--- src/rtl/multiplicador_4b_pkg.sv ---
// Shared constants for the button-driven multiplier panel.
// Holds the phase encodings shown on the phase output, the FSM state type
// built on them, and the default operand width.
package multiplicador_4b_pkg;

  localparam int unsigned W_DEF = 4;

  localparam logic [2:0] PH_IN_A    = 3'd0;
  localparam logic [2:0] PH_IN_B    = 3'd1;
  localparam logic [2:0] PH_CALC    = 3'd2;
  localparam logic [2:0] PH_SHOW_LO = 3'd3;
  localparam logic [2:0] PH_SHOW_HI = 3'd4;

  typedef enum logic [2:0] {
    ST_IN_A    = PH_IN_A,
    ST_IN_B    = PH_IN_B,
    ST_CALC    = PH_CALC,
    ST_SHOW_LO = PH_SHOW_LO,
    ST_SHOW_HI = PH_SHOW_HI
  } state_t;

endpackage

--- src/rtl/multiplicador_iter.sv ---
// Sequential shift-add multiplier core.
// Ports:
//   clk, rst    clock, asynchronous active-low reset
//   start       one-cycle pulse; loads acc=0, mcand=a, mplier=b, count=0
//   a, b        W-bit unsigned operands, sampled with start
//   product     2W-bit result, updated when the last iteration completes
//   done        registered pulse, high in the W-th cycle after the start cycle
module multiplicador_iter #(
  parameter int unsigned W = 4
) (
  input  logic             clk,
  input  logic             rst,
  input  logic             start,
  input  logic [W-1:0]     a,
  input  logic [W-1:0]     b,
  output logic [2*W-1:0]   product,
  output logic             done
);

  localparam int unsigned PW = 2 * W;
  localparam int unsigned CW = $clog2(W + 1);

  logic [PW-1:0] acc_q;
  logic [PW-1:0] mcand_q;
  logic [W-1:0]  mplier_q;
  logic [CW-1:0] count_q;
  logic          running_q;

  logic [PW-1:0] src_acc;
  logic [PW-1:0] src_mcand;
  logic [W-1:0]  src_mplier;
  logic [CW-1:0] src_count;
  logic [PW-1:0] nxt_acc;
  logic [PW-1:0] nxt_mcand;
  logic [W-1:0]  nxt_mplier;
  logic [CW-1:0] nxt_count;

  // One iteration step. On start the loaded values feed the step directly,
  // so the first iteration lands on the load edge and W edges finish the job.
  always_comb begin
    src_acc    = start ? '0        : acc_q;
    src_mcand  = start ? PW'(a)    : mcand_q;
    src_mplier = start ? b         : mplier_q;
    src_count  = start ? '0        : count_q;
    nxt_acc    = src_mplier[0] ? (src_acc + src_mcand) : src_acc;
    nxt_mcand  = src_mcand << 1;
    nxt_mplier = src_mplier >> 1;
    nxt_count  = src_count + CW'(1);
  end

  // Datapath registers and completion.
  always_ff @(posedge clk or negedge rst) begin
    if (!rst) begin
      acc_q     <= '0;
      mcand_q   <= '0;
      mplier_q  <= '0;
      count_q   <= '0;
      running_q <= 1'b0;
      product   <= '0;
      done      <= 1'b0;
    end else begin
      done <= 1'b0;
      if (start || running_q) begin
        acc_q    <= nxt_acc;
        mcand_q  <= nxt_mcand;
        mplier_q <= nxt_mplier;
        count_q  <= nxt_count;
        if (nxt_count == CW'(W)) begin
          product   <= nxt_acc;
          done      <= 1'b1;
          running_q <= 1'b0;
        end else begin
          running_q <= 1'b1;
        end
      end
    end
  end

endmodule

--- src/rtl/multiplicador_4b.sv ---
// Button-driven 4-bit multiplier front panel.
// User enters A then B with up/down/ok, the shift-add core forms A*B, and
// the product is shown as low nibble then high nibble.
// Ports:
//   clk, rst         clock, asynchronous active-low reset
//   up, down, ok     raw active-low push-buttons
//   leds             displayed value (operand, zero while busy, or product nibble)
//   phase            current state code
//   busy             high while the product is being computed
module multiplicador_4b
  import multiplicador_4b_pkg::*;
#(
  parameter int unsigned W           = W_DEF,
  parameter int unsigned SYNC_STAGES = 2
) (
  input  logic         clk,
  input  logic         rst,
  input  logic         up,
  input  logic         down,
  input  logic         ok,
  output logic [W-1:0] leds,
  output logic [2:0]   phase,
  output logic         busy
);

  // Button bit order inside the vectors below: {ok, down, up}.
  logic [2:0]                    btn;
  logic [SYNC_STAGES-1:0][2:0]   sync_q;
  logic [2:0]                    prev_q;
  logic [2:0]                    ev_q;

  logic ev_up;
  logic ev_down;
  logic ev_ok;

  state_t        state_q;
  logic [W-1:0]  a_q;
  logic [W-1:0]  b_q;
  logic [W-1:0]  b_upd;
  logic          start_c;
  logic [2*W-1:0] product;
  logic          done;

  assign btn     = {ok, down, up};
  assign ev_up   = ev_q[0];
  assign ev_down = ev_q[1];
  assign ev_ok   = ev_q[2];

  // Up/down step with wrap; simultaneous up and down cancel out.
  function automatic logic [W-1:0] bump(input logic [W-1:0] v,
                                        input logic inc,
                                        input logic dec);
    if (inc && !dec)      return v + W'(1);
    else if (dec && !inc) return v - W'(1);
    else                  return v;
  endfunction

  // Synchronizer chain, then a registered falling-edge detector per button.
  always_ff @(posedge clk or negedge rst) begin
    if (!rst) begin
      sync_q <= '1;
      prev_q <= '1;
      ev_q   <= '0;
    end else begin
      sync_q <= {sync_q[SYNC_STAGES-2:0], btn};
      prev_q <= sync_q[SYNC_STAGES-1];
      ev_q   <= prev_q & ~sync_q[SYNC_STAGES-1];
    end
  end

  // Core is launched with B including any same-cycle up/down update.
  always_comb begin
    b_upd   = bump(b_q, ev_up, ev_down);
    start_c = (state_q == ST_IN_B) && ev_ok;
  end

  multiplicador_iter #(.W(W)) u_iter (
    .clk     (clk),
    .rst     (rst),
    .start   (start_c),
    .a       (a_q),
    .b       (b_upd),
    .product (product),
    .done    (done)
  );

  // Panel FSM, operand registers and registered outputs.
  always_ff @(posedge clk or negedge rst) begin
    if (!rst) begin
      state_q <= ST_IN_A;
      a_q     <= '0;
      b_q     <= '0;
      leds    <= '0;
      phase   <= PH_IN_A;
      busy    <= 1'b0;
    end else begin
      case (state_q)
        ST_IN_A: begin
          a_q <= bump(a_q, ev_up, ev_down);
          if (ev_ok) state_q <= ST_IN_B;
        end
        ST_IN_B: begin
          b_q <= b_upd;
          if (ev_ok) state_q <= ST_CALC;
        end
        ST_CALC: begin
          if (done) state_q <= ST_SHOW_LO;
        end
        ST_SHOW_LO: begin
          if (ev_ok) state_q <= ST_SHOW_HI;
        end
        ST_SHOW_HI: begin
          if (ev_ok) state_q <= ST_IN_A;
        end
        default: state_q <= ST_IN_A;
      endcase

      // Outputs follow the current state, so they lag a state change by one cycle.
      phase <= state_q;
      busy  <= (state_q == ST_CALC);
      case (state_q)
        ST_IN_A:    leds <= a_q;
        ST_IN_B:    leds <= b_q;
        ST_SHOW_LO: leds <= product[W-1:0];
        ST_SHOW_HI: leds <= product[2*W-1:W];
        default:    leds <= '0;
      endcase
    end
  end

endmodule

--- config.mk ---
export PLATFORM = sky130hd
export DESIGN_NAME = multiplicador_4b
export DESIGN_NICKNAME = d
export VERILOG_FILES = /design/src/rtl/multiplicador_4b_pkg.sv /design/src/rtl/multiplicador_iter.sv /design/src/rtl/multiplicador_4b.sv
export SDC_FILE = /design/constraint.sdc
export NUM_CORES = 1
export LEC_CHECK = 0
export ABC_CLOCK_PERIOD_IN_PS = 3300
export BUFFER_PORTS_ARGS = -buffer_cell sky130_fd_sc_hd__buf_2
export CAP_MARGIN = 20
export CELL_PAD_IN_SITES_DETAIL_PLACEMENT = 2
export CELL_PAD_IN_SITES_GLOBAL_PLACEMENT = 2
export CORE_MARGIN = 1.5
export CORE_UTILIZATION = 35
export DETAILED_ROUTE_END_ITERATION = 8
export GPL_TIMING_DRIVEN = 0
export PLACE_DENSITY_LB_ADDON = 0.1
export SYNTH_ARGS = -nofsm -noshare
export SYNTH_HDL_FRONTEND = slang
export SYNTH_SLANG_ARGS = --single-unit
--- constraint.sdc ---
create_clock -name clk -period 3.3 [get_ports clk]
set_input_delay 0.165 -clock clk [delete_from_list [all_inputs] [get_ports clk]]
set_output_delay 0.165 -clock clk [all_outputs]
set_load 0.1 [all_outputs]
# Word level (Yosys, flattened, before mapping)
# Cells that the tools add are included.
# classes
n_mul,0
reduce_logical,11
mux,19
eq_ne,10
order_cmp,0
n_div,0
shifts,0
add_sub_neg,6
n_bitwise,2
# ops
cell,n
8-bit two-way mux,3
4-bit two-way mux,5
3-bit two-way mux,6
4-bit one-hot mux with 4 select lines,1
3-bit one-hot mux with 5 select lines,1
4-bit by 1-bit adder with 4-bit output (second input constant),2
8-bit adder,1
2-bit inequality test (second input constant),4
4-bit by 1-bit subtractor with 4-bit output (second input constant),2
3-bit by 2-bit equality test with 1-bit output (second input constant),2
3-bit equality test (second input constant),2
5-bit AND reduction,1
2-bit AND reduction,2
3-bit by 1-bit adder with 3-bit output (second input constant),1
3-bit bitwise AND,1
3-bit by 1-bit equality test with 1-bit output (second input constant),1
1-bit logical AND,3
3-bit zero test,1
1-bit two-way mux,3
3-bit inverter,1
1-bit zero test,2
2-bit by 1-bit inequality test with 1-bit output (second input constant),1
2-bit nonzero test,1
1-bit logical OR,1
# totals
mem_bits_rw,0
register_bits,62
in_bits,5
n_memories,0
latchBits,0
rom_bits,0

# Depth between registers and ports, before layout
# logic_depth
ltp_word,7
depth_mapped,14

# By module
# Synthesis repeated with hierarchy kept, for this count alone.
# unflattened
hier_cells,296
hier_area_um2,3120.5
# by_module_without_submodules
mod,seq_area_each_um2,n_inst,cells_per_inst,area_each_um2
multiplicador_iter,775.7,1,173,1702.9
multiplicador_4b,787.0,1,123,1417.6

# Worst setup path before layout
# No wires, ideal clock.
# synth_path
path_type,register to register
from,reg state_q[1]
to,reg u_iter.acc_q[6]
required_ps,3160
slack_ps,333
arrival_time_ps,2827
path_buffers,4
setup_time_ps,140
stages_incl_launch_ff,14
path_cell_list,dfrtp_1 buf_6 nand4bb_1 buf_4 buf_2 clkbuf_1 and2_1 ha_1 nor2b_1 o21a_1 o211a_1 or4_4 a31oi_1 a22oi_1
# synth_between
elab_chain_len,5
word_cells_on_any_way,8
cone_classes,add/sub (1); eq/ne (1); mux (4); reduce/logical (2)
# synth_rtl
item,line_no,rtl
from (decl),multiplicador_4b.sv:36,state_t state_q;
from (signal assigned),multiplicador_4b.sv:90,state_q <= ST_IN_A;
from (signal assigned),multiplicador_4b.sv:100,if (ev_ok) state_q <= ST_IN_B;
from (signal assigned),multiplicador_4b.sv:104,if (ev_ok) state_q <= ST_CALC;
3-bit by 1-bit equality test with 1-bit output *,multiplicador_4b.sv:74,start_c = (state_q == ST_IN_B) && ev_ok;
1-bit logical AND *,multiplicador_4b.sv:74,
"8-bit two-way mux, on equally long branches","multiplicador_iter.sv:41, multiplicador_iter.sv:42",
8-bit adder,multiplicador_iter.sv:45,nxt_acc = src_mplier[0] ? (src_acc + src_mcand) : src_acc;
8-bit two-way mux,multiplicador_iter.sv:45,
to (signal assigned),multiplicador_iter.sv:64,acc_q <= nxt_acc;
to (decl),multiplicador_iter.sv:23,logic [PW-1:0] acc_q;
# Every way passes the cells marked *; elsewhere a longest branch is shown, timed or not.
# A chain may end at the register's enable or synchronous reset.

# Final worst setup path
# layout_path
from,reg state_q[1]
to,reg u_iter.product[6]
# layout_between
word_cells_on_any_way,12
cone_classes,add/sub (2); eq/ne (2); mux (5); reduce/logical (3)
# layout_rtl
item,line_no,rtl
3-bit by 1-bit equality test with 1-bit output,multiplicador_4b.sv:74,
1-bit logical AND,multiplicador_4b.sv:74,
8-bit two-way mux,multiplicador_iter.sv:42,src_mcand = start ? PW'(a) : mcand_q;
via u_iter.src_mcand[2],multiplicador_iter.sv:30,logic [PW-1:0] src_mcand;
8-bit adder,multiplicador_iter.sv:45,
8-bit two-way mux,multiplicador_iter.sv:45,
to (signal assigned),multiplicador_iter.sv:69,product <= nxt_acc;
to (decl),multiplicador_iter.sv:16,"output logic [2*W-1:0] product,"
# The timed path passes the listed nets, and every way through them passes these cells.

==> results.ini <==
[status]
status=finished, final reports clean

[placed_design]
gp_congestion=0.775
io_buffers=12
hpwl_um=6090

[synthesis]
synthDistinctLibCells=52
ys_warn_count=0
synthMuxAreaShare=0.0708
yosysSeqAreaShare=0.481
syn_area_per_cell_um2=10.3
synthArstFlopShare=1.00
synth_top_family_by_area=simple AND/OR/NAND/NOR gates
synthAdderAreaFrac=0.0662
synth_compound_area_frac=0.116
synth_edf_count=0
synth.top_cell.area_share=0.408
netlist_area_mm2=0.00325
yosysTopAreaCell=dfrtp_1
synth-seq-cells=62
synth-xor-area-share=0.0508
netlist_instances=315
synth_area_leaders=dfrtp_1 (41%), dfstp_2 (7.3%), nand2_1 (5.4%)
synth.net_count=336
ys.flop_type=dfrtp_1
synth_simple_gate_area_share=0.177

[power_and_ir_drop]
irDropWorstVdd_v=0.000419
p_leak_nw=1.71
swShare=0.452
power.internal_mw=2.31
power.total_mw=4.21
switching_power_mw=1.91
seqPwrFrac=0.306
p_per_area_mw_per_mm2=1130
pwr-share-comb=0.506
pwr-share-clk=0.188

[sta]
skew_ps=7.28
finalHoldViolations=0
relSlewSlack=0.444
worstMarginPinSlew_ps=833
rsz0062_at_grt=false
setup_viol=0
fmax_mhz=320
holdWs_ps=357
min_period_ps=3130
period_share=0.948
slew_viol_final=0

[die]
die_area_mm2=0.00987
die_h_um=99.4
rows=34
initial_core_util=0.367
core_area_mm2=0.00885
die_w_um=99.4
io_pins=13

[min_path]
hold_path_depth=0
min_path_type=flip-flop to flip-flop

[clocking]
clk_latency_ps=350
cts_root_buf=clkbuf_8
cts_tree=built
max-clock-path-buffers=2
clk_pin_slew_ps=80
cts_made_buffers=9
htreeDepth=3
post_cts_buffers=0
cts_sinks=62

[route]
wl_um=8510
drc=0
drtPass1Iterations=4
routed-via-count=2395
vias_per_cell=5.26
ant_nets=0
wl_per_cell_um=18.7
drt_iter0_drc=50

[worst_setup_path]
crit_required_ps=3540
path_max_fanout=10
critPathArrivalTime_ps=3370
crit_path_start_kind=flip-flop
critPathCaptureType=flip-flop
critPathKind=flip-flop to flip-flop
worstRegToRegCells=13

[job]
drv_cap=0

[global_routing]
track_usage=0.190
grtUsageMet1=0.263
antenna_found_initial=0
overflow=0
use_met3=0.0295
gr-usage-met2=0.293
top_usage_layer=met2
grt_pass1_wl_um=14100
first_global_vias=2640
grt_max_degree=63

[finish]
fillers=958
final_cell_mix=dfrtp_1 (53), nand2_1 (47), nor2_1 (26)
drive_above_1_share=0.182
final_common_cell=dfrtp_1
diodes=0
nNetsFinal=363
area_growth_pct=15.0

-- final timing paths --
kind | slack, ps | end | from
worst min register to register | 360 | sync_q[4]$_DFF_PN1_ | sync_q[1]$_DFF_PN1_
min in group asynchronous | 440 | phase[2]$_DFF_PN0_ | rst
max in group asynchronous | 2290 | u_iter.mcand_q[1]$_DFFE_PN0N_ | rst
worst min-delay path | 360 | sync_q[4]$_DFF_PN1_ | sync_q[1]$_DFF_PN1_
worst max register to register | 170 | u_iter.product[6]$_DFFE_PN0P_ | state_q[1]$_DFFE_PN0P_
worst max-delay path | 170 | u_iter.product[6]$_DFFE_PN0P_ | state_q[1]$_DFFE_PN0P_
-- cell families after synthesis --
logic type,after synthesis
adders and majority gates,16
other,1
buffers and inverters,23
muxes,22
AOI/OAI and AO/OA,58
and+or+nand+nor,115
xor gates and xnor gates,18
DFF,62
-- cell usage after synthesis (2+ instances only) --
library cell	count
dfrtp_1	53
nand2_1	47
nor2_1	26
and2_1	14
ha_1	14
mux2i_1	14
a21oi_1	13
o21ai_0	12
xnor2_1	12
a31oi_1	9
dfstp_2	9
inv_1	8
mux2_2	8
clkbuf_1	7
nor2b_1	6
xor2_1	5
a211oi_1	3
a22oi_1	3
and3_1	3
buf_2	3
nand2b_1	3
nor3b_1	3
o22ai_1	3
buf_6	2
fa_1	2
nand3b_1	2
nor3_1	2
nor4_1	2
o211ai_1	2
o21a_1	2
o221ai_1	2
-- power by group through the flow --
stage               sequential [mW]  clock (mW)  combinational, mW
global route                   1.33       0.845               2.36
finish                         1.29       0.793               2.13
CTS                            1.30       0.820               2.16
floorplan                      1.53           0               1.37
detailed placement             1.31           0               2.12
global placement               1.30           0               2.05
-- sequential cells by signal, summed over array words and instances, names as in the netlist, 4 cells and up --
| register | flops |
|---|---|
| a_q | 4 |
| leds | 4 |
| u_iter.product | 8 |
| b_q | 4 |
| sync_q | 6 |
| u_iter.acc_q | 8 |
| u_iter.mcand_q | 7 |
-- per-stage QoR --
stage,worst slack [ps],instance area (um^2),setup TNS [ps],utilization,std cells
after floorplan,333,3250,0,-,315
final,172,3740,0,0.423,455
after global routing,20.0,3740,0,0.423,455
after CTS,22.7,3720,0,0.421,454
after detailed placement,-232,3450,-494,0.390,435
after global placement,-206,3450,-362,0.389,435
-- critical path, cell delays in order (launching register included) --
cell and delay, ps:
dfrtp_1 390, buf_6 140, nor4bb_4 270, buf_6 190
buf_4 190, nand2_1 90, nand2_1 90, ha_1 260
nor2b_1 150, o21a_1 200, o211a_1 260, or4_4 430
a32oi_1 250, o21ai_1 80
-- per-layer routing --
metal / routed length [um] / vias to the layer above
li1: - / 1130
met4: 221 / 0
met1: 4210 / 1226
met5: 0 / -
met2: 3940 / 25
met3: 130 / 14
-- cell type report --
cell class / count / area [um^2] / share of cell area
multi-input combinational: 230 / 1570 / 0.421
sequential: 62 / 1560 / 0.418
clock buffer: 10 / 138 / 0.0368
tap: 108 / 135 / 0.0361
timing repair buffer: 17 / 108 / 0.0288
buffer: 13 / 93.8 / 0.0251
clock inverter: 6 / 92.6 / 0.0248
inverter: 9 / 36.3 / 0.00971
-- repair_timing --
action | 4_1_cts | 5_1_grt
setup endpoints to repair | 6 | 2
endpoints found under the hold margin | 56 | 0
resized for setup | 4 | 4
hold buffers | 4 | 0
Note: power is estimated with default switching activity, not from simulation.
